--- config.mk ---
export PLATFORM = sky130hd
export DESIGN_NAME = shift_seq
export DESIGN_NICKNAME = d
export VERILOG_FILES = /design/src/rtl/alu_pkg.sv /design/src/rtl/shift_step.sv /design/src/rtl/shift_seq.sv
export SDC_FILE = /design/constraint.sdc
export NUM_CORES = 1
export LEC_CHECK = 0
export BUFFER_PORTS_ARGS = -buffer_cell sky130_fd_sc_hd__buf_2
export CAP_MARGIN = 20
export CELL_PAD_IN_SITES_DETAIL_PLACEMENT = 1
export CELL_PAD_IN_SITES_GLOBAL_PLACEMENT = 1
export CORE_MARGIN = 10
export CORE_UTILIZATION = 37
export CTS_BUF_LIST = sky130_fd_sc_hd__clkbuf_8 sky130_fd_sc_hd__clkbuf_16
export DETAILED_ROUTE_END_ITERATION = 10
export PLACE_DENSITY = 0.88
export SLEW_MARGIN = 25
export SYNTH_ARGS = -nofsm -noshare
export SYNTH_HDL_FRONTEND = slang
export SYNTH_SLANG_ARGS = --single-unit
--- constraint.sdc ---
create_clock -name clk -period 1.81 [get_ports clk]
set_input_delay 0.0905 -clock clk [delete_from_list [all_inputs] [get_ports clk]]
set_output_delay 0.0905 -clock clk [all_outputs]
set_load 0.005 [all_outputs]
--- src/rtl/alu_pkg.sv ---
// alu_pkg: shift mode constants and shift sequencer state encoding shared across the ALU
package alu_pkg;
   localparam logic [1:0] SH_LOGIC = 2'b00;
   localparam logic [1:0] SH_ARITH = 2'b01;
   localparam logic [1:0] SH_ROT   = 2'b10;
   localparam logic [1:0] SH_FILL  = 2'b11;
   typedef enum logic [1:0] {S_IDLE, S_SHIFT, S_DONE} state_t;
endpackage

--- src/rtl/shift_step.sv ---
// shift_step: combinational single-position shifter (logical, arithmetic, rotate, fill)
module shift_step
   import alu_pkg::*;
#(
   parameter int WIDTH = 8
) (
   input  logic [WIDTH-1:0] d,
   input  logic             dir,
   input  logic [1:0]       mode,
   input  logic             fill,
   output logic [WIDTH-1:0] q
);
   logic in_r, in_l;
   // arithmetic left shifts in zero, same as logical
   assign in_r = mode == SH_ARITH ? d[WIDTH-1] : mode == SH_ROT ? d[0] : mode == SH_FILL ? fill : 1'b0;
   assign in_l = mode == SH_ROT ? d[WIDTH-1] : mode == SH_FILL ? fill : 1'b0;
   assign q = dir ? {in_r, d[WIDTH-1:1]} : {d[WIDTH-2:0], in_l};
endmodule

--- src/rtl/shift_seq.sv ---
// shift_seq: serial shifter, one bit position per clock, done pulse when the result is ready
module shift_seq
   import alu_pkg::*;
#(
   parameter int WIDTH = 8,
   parameter int AMT_W = 3
) (
   input  logic             clk,
   input  logic             rst_n,
   input  logic             start,
   input  logic             dir,
   input  logic [1:0]       mode,
   input  logic             fill,
   input  logic [WIDTH-1:0] a,
   input  logic [AMT_W-1:0] amt,
   output logic             ready,
   output logic             busy,
   output logic             done,
   output logic [WIDTH-1:0] y
);
   state_t           state, nxt;
   logic [AMT_W-1:0] cnt;
   logic             dir_q, fill_q;
   logic [1:0]       mode_q;
   logic [WIDTH-1:0] y_sh;

   shift_step #(.WIDTH(WIDTH)) u_step (
      .d   (y),
      .dir (dir_q),
      .mode(mode_q),
      .fill(fill_q),
      .q   (y_sh)
   );

   always_comb begin
      nxt   = state == S_IDLE  ? (start ? (amt == '0 ? S_DONE : S_SHIFT) : S_IDLE)
            : state == S_SHIFT ? (cnt == AMT_W'(1) ? S_DONE : S_SHIFT)
            : S_IDLE;
      ready = state == S_IDLE;
      busy  = state == S_SHIFT;
      done  = state == S_DONE;
   end

   always_ff @(posedge clk or negedge rst_n) begin
      if (!rst_n) begin
         state  <= S_IDLE;
         y      <= '0;
         cnt    <= '0;
         dir_q  <= 1'b0;
         mode_q <= SH_LOGIC;
         fill_q <= 1'b0;
      end else begin
         state <= nxt;
         if (state == S_IDLE && start) begin
            y      <= a;
            cnt    <= amt;
            dir_q  <= dir;
            mode_q <= mode;
            fill_q <= fill;
         end else if (state == S_SHIFT) begin
            y   <= y_sh;
            cnt <= cnt - AMT_W'(1);
         end
      end
   end
endmodule

Yosys cells after proc, flatten, opt, wreduce, memory -nomap -nowiden --
Index checks and enable logic that the tools add are counted.
Storage, ports and cells: flip-flop bits (word level) 17, bits in latches 0, RAM bits 0, bits in read-only memories 0, output and inout bits 11, word-level logic and storage cells 34, memories 0
Cells by class: add/sub/neg operators 1, multipliers 0, divide/modulo/power cells 0, order comparisons 0, equal/unequal tests 7, shift-type cells 0, mux-type cells 14, bitwise gates (word level) 0, reduce and logical (&&, ||, !) cells 5
Operators by type and width (count):
- 8-bit two-way mux | 3
- 2-bit two-way mux | 5
- 2-bit == test (second input constant) | 3
- 3-bit two-way mux | 2
- 2-bit by 1-bit == test with 1-bit output (second input constant) | 2
- 1-bit two-way mux | 4
- 3-bit by 1-bit == test with 1-bit output (second input constant) | 1
- 3-bit zero test | 1
- 3-bit inequality test (second input constant) | 1
- 3-bit by 1-bit subtractor with 3-bit output (second input constant) | 1
- 2-bit zero test | 1
- 2-bit AND reduction | 1
- 2-bit nonzero test | 1
- 1-bit logical AND | 1

Logic depth before layout (Yosys ltp) --
depth after elaboration 7, gate-level depth with buffers 5

Cells and area by module --
Synthesis repeated with hierarchy kept, for this count alone.
Unflattened totals: cell total of the unflattened synthesis 99, area total of the unflattened synthesis 982.2 um^2
By module, submodules not included:
- shift_seq | instances 1, cells an instance 83, area an instance 853.3 um^2
- shift_step | instances 1, cells an instance 16, area an instance 128.9 um^2

Worst setup path before layout --
No wires, ideal clock.
path type register -> register, start reg state[0], end reg y[2], library setup time 126 ps, arrival 1351 ps, path slack 333 ps, cell stages (with the launch flop) 5, path through dfrtp_1 -> or3b_1 -> buf_2 -> and3_1 -> o32a_1
Between the ends: longest elaborated chain between the ends 3
Ends and longest elaborated chain:
- from (decl) | line shift_seq.sv:21 | state_t state, nxt;
- from (signal assigned) | line shift_seq.sv:53 | state <= nxt;
- 2-bit zero test | line shift_seq.sv:54 | if (state == S_IDLE && start) begin
- 1-bit logical AND | line shift_seq.sv:54
- 8-bit two-way mux or 2-bit nonzero test (tied branches)
- to (signal assigned) | line shift_seq.sv:61 | y <= y_sh;
- to (decl) | line shift_seq.sv:19 | output logic [WIDTH-1:0] y
Parallel ways exist; a longest one is shown, timed or not. A chain may end at the register's enable or synchronous reset.

Worst setup path after layout --
start reg state[1], end reg y[2]
Same word-level chain as after synthesis.

==> metrics.cfg <==
[worst_setup_path]
r2r_slack_ns = 0.14
crit_fanout = 9
path_class = reg -> reg
reg2regPathDepth = 3
cp.required_ns = 1.95
startpoint_type = flop
slowest_stage = or3b_1
slowest_delay_ns = 0.55
crit_arrival_ns = 1.81
path_cells = or3b_1 > and3_1 > o32a_1
r2r_end = y[2]$_DFFE_PN0P_
end_kind = flop
r2r-start = state[1]$_DFF_PN0_

[finish]
antenna_cells = 0
drive_above_1_share = 0.263
syn_to_final_growth_pct = 22.6
fin_nets = 158
finalInstanceArea_sq_um = 1210
instances_no_fill = 167
final_util = 0.482

[routing]
drc_errors = 0
drtPass1Iterations = 4
via_per_inst = 5.56
detail_route.wl_per_cell_microns = 17.5
num_vias = 929
wl_mm = 2.92
drt_iter0_markers = 27
ant_nets = 0

[clock_network]
htreeDepth = 1
cts_buffer_depth = 2
clock-sinks = 17
cts_setup_buffers = 0
cts_root_buffer = clkbuf_8
tritoncts = built
clock_latency_ns = 0.25
numCtsBuffers = 3
post_cts_resized = 0
cts.clk_slew.worst_paths_ns = 0.07

[power]
p_per_area_nw_per_um2 = 1780
clockPowerShare = 0.131
p_leak_nw = 0.577
intPower_mw = 1.28
p_sw_frac = 0.408
peakVddDrop_mv = 0.722
combPwrFrac = 0.499
p_seq_frac = 0.370
p_switching_uw = 882

[sta]
maxSlewViolCount = 0
clock.fmax_mhz = 598
worstMarginPinSlew_ns = 0.595
hold_slack_ns = 0.0370
rsz0062_at_grt = false
relSlewSlack = 0.602
finalCriticalPeriod_ns = 1.67
skew_ns = 0.00292
hold_viol_final = 0
setup-violations-final = 0
timing.setup.tns_ns = 0
period_share = 0.923

[synth]
syn_nets = 129
avgSynthCellArea_sq_um = 9.09
synth_commonest_cells = dfrtp_1 (17), nand2_1 (12), nor2b_1 (8), inv_1 (7)
async_reset_ff_frac = 1.00
synthCells = 109
yosysTopAreaCellShare = 0.429
synth_most_common_cell = dfrtp_1
synth_seq_cells = 17
synth_area_leader_cell = dfrtp_1
ys_types = 31
ys_seq_area_frac = 0.429
synthFlopType = dfrtp_1
synth_edf_count = 0
ys_top_cells_by_area = dfrtp_1 (43%), o32a_1 (6.1%), nor2b_1 (5.1%)
ys_warn_count = 0
syn_area_sq_um = 991

[placed_design]
dp.cells = 162
place_congestion = 0.783
place_hpwl_mm = 2.22
placed_cell_area_sq_um = 1160
port_buffers = 28

[global_routing]
grt_max_degree = 19
grt_pass1_vias = 1049
overflow = 0
antenna_found_initial = 0
grt_usage = 0.117
grt_pass1_wl_mm = 5.05

[die]
die_x_microns = 71.8
die_area_sq_um = 5150
coreArea_sq_um = 2520
start_util = 0.393
die_h_microns = 71.8
fp-row-count = 18
ios = 29

[worst_hold_path]
hp-start = fill
min_to = fill_q$_DFFE_PN0P_
whs_path_depth = 3
holdCritPathClass = in -> reg

[run_status]
outcome = finished clean

[run]
drv_cap = 0

[timing repair]
| action | in CTS | in global routing |
|---|---|---|
| hold buffers | 1 | 0 |
| endpoints found under the setup margin | 0 | 0 |
| endpoints found under the hold margin | 17 | 0 |
[state kept, by name, summed over array words and instances, names as in the netlist]
signal and flops:
fill_q 1, y 8, state 2, dir_q 1, mode_q 2, cnt 3
[cell families (layout without fill, tap and decap cells)]
group                    count (synthesis)  count (layout)  share of synthesized area
multiplexers                             3               3                     0.0303
XOR/XNOR                                 1               1                    0.00884
adder cells (fa/ha/maj)                  2               2                     0.0252
buffers and inverters                   16              44                     0.0657
flip-flops                              17              17                      0.429
AO/OA/AOI/OAI                           29              29                      0.207
AND/OR/NAND/NOR                         41              41                      0.234
[cells in the final DEF, fill, tap and decap left out, types with 2 or more instances in the layout]
cell type / Yosys / final
a21oi_1: 3 / 3
and3_1: 2 / 2
buf_2: 4 / 28
buf_4: 0 / 4
clkbuf_8: 0 / 3
dfrtp_1: 17 / 17
ha_1: 2 / 2
inv_1: 7 / 8
mux2i_1: 3 / 3
nand2_1: 12 / 12
nand3_1: 4 / 4
nand3b_1: 3 / 3
nor2_1: 2 / 2
nor2b_1: 8 / 8
nor3b_1: 6 / 6
o21ai_0: 5 / 5
o21ai_1: 6 / 6
o32a_1: 6 / 6
[layer usage]
layer  up-vias  wire (microns)  GRT usage
met2        19            1500      0.214
li1        443               -          -
met5         -               0          0
met1       461            1210      0.122
met3         6             173     0.0331
met4         0              43     0.0452
[power groups by stage]
stage / combinational, mW / clock [mW] / sequential, mW
final: 1.08 / 0.283 / 0.798
after global routing: 1.23 / 0.307 / 0.841
after CTS: 1.10 / 0.291 / 0.798
after detailed placement: 1.09 / 0 / 0.806
after global placement: 1.03 / 0 / 0.785
after floorplan: 0.773 / 0 / 0.723
[how the worst max path moves through the flow]
stage | to | slack, ns | startpoint | cells past startpoint
3_5_place_dp | y[5]$_DFFE_PN0P_ | 0.16 | state[1]$_DFF_PN0_ | 3
2_1_floorplan | y[2]$_DFFE_PN0P_ | 0.33 | state[0]$_DFF_PN0_ | 4
3_3_place_gp | y[2]$_DFFE_PN0P_ | 0.23 | state[1]$_DFF_PN0_ | 3
6_report | y[2]$_DFFE_PN0P_ | 0.14 | state[1]$_DFF_PN0_ | 3
5_1_grt | y[2]$_DFFE_PN0P_ | 0.08 | state[1]$_DFF_PN0_ | 3
4_1_cts | y[5]$_DFFE_PN0P_ | 0.15 | state[1]$_DFF_PN0_ | 3
[final cells by class]
| cell class | instances | area (sq um) |
|---|---|---|
| clock buffers | 3 | 41.3 |
| clock inverters | 1 | 3.75 |
| fillers | 308 | 1310 |
| inverters | 7 | 26.3 |
| multi-input cells | 76 | 500 |
| flip-flops and latches | 17 | 425 |
| well taps | 30 | 37.5 |
| repair buffers | 33 | 180 |
[metrics by stage]
stage	setup WS [ns]	power [mW]
global placement	0.231	1.81
global route	0.0776	2.38
floorplan	0.333	1.50
finish	0.139	2.16
detailed placement	0.158	1.89
CTS	0.151	2.19
[critical path, delay by kind of cell (launching register included)]
kind | cells | cell delay (ns)
AOI/OAI and AO/OA | 1 | 0.27
and+or+nand+nor | 2 | 0.81
DFF | 1 | 0.47
Note: power is estimated with default switching activity, not from simulation.
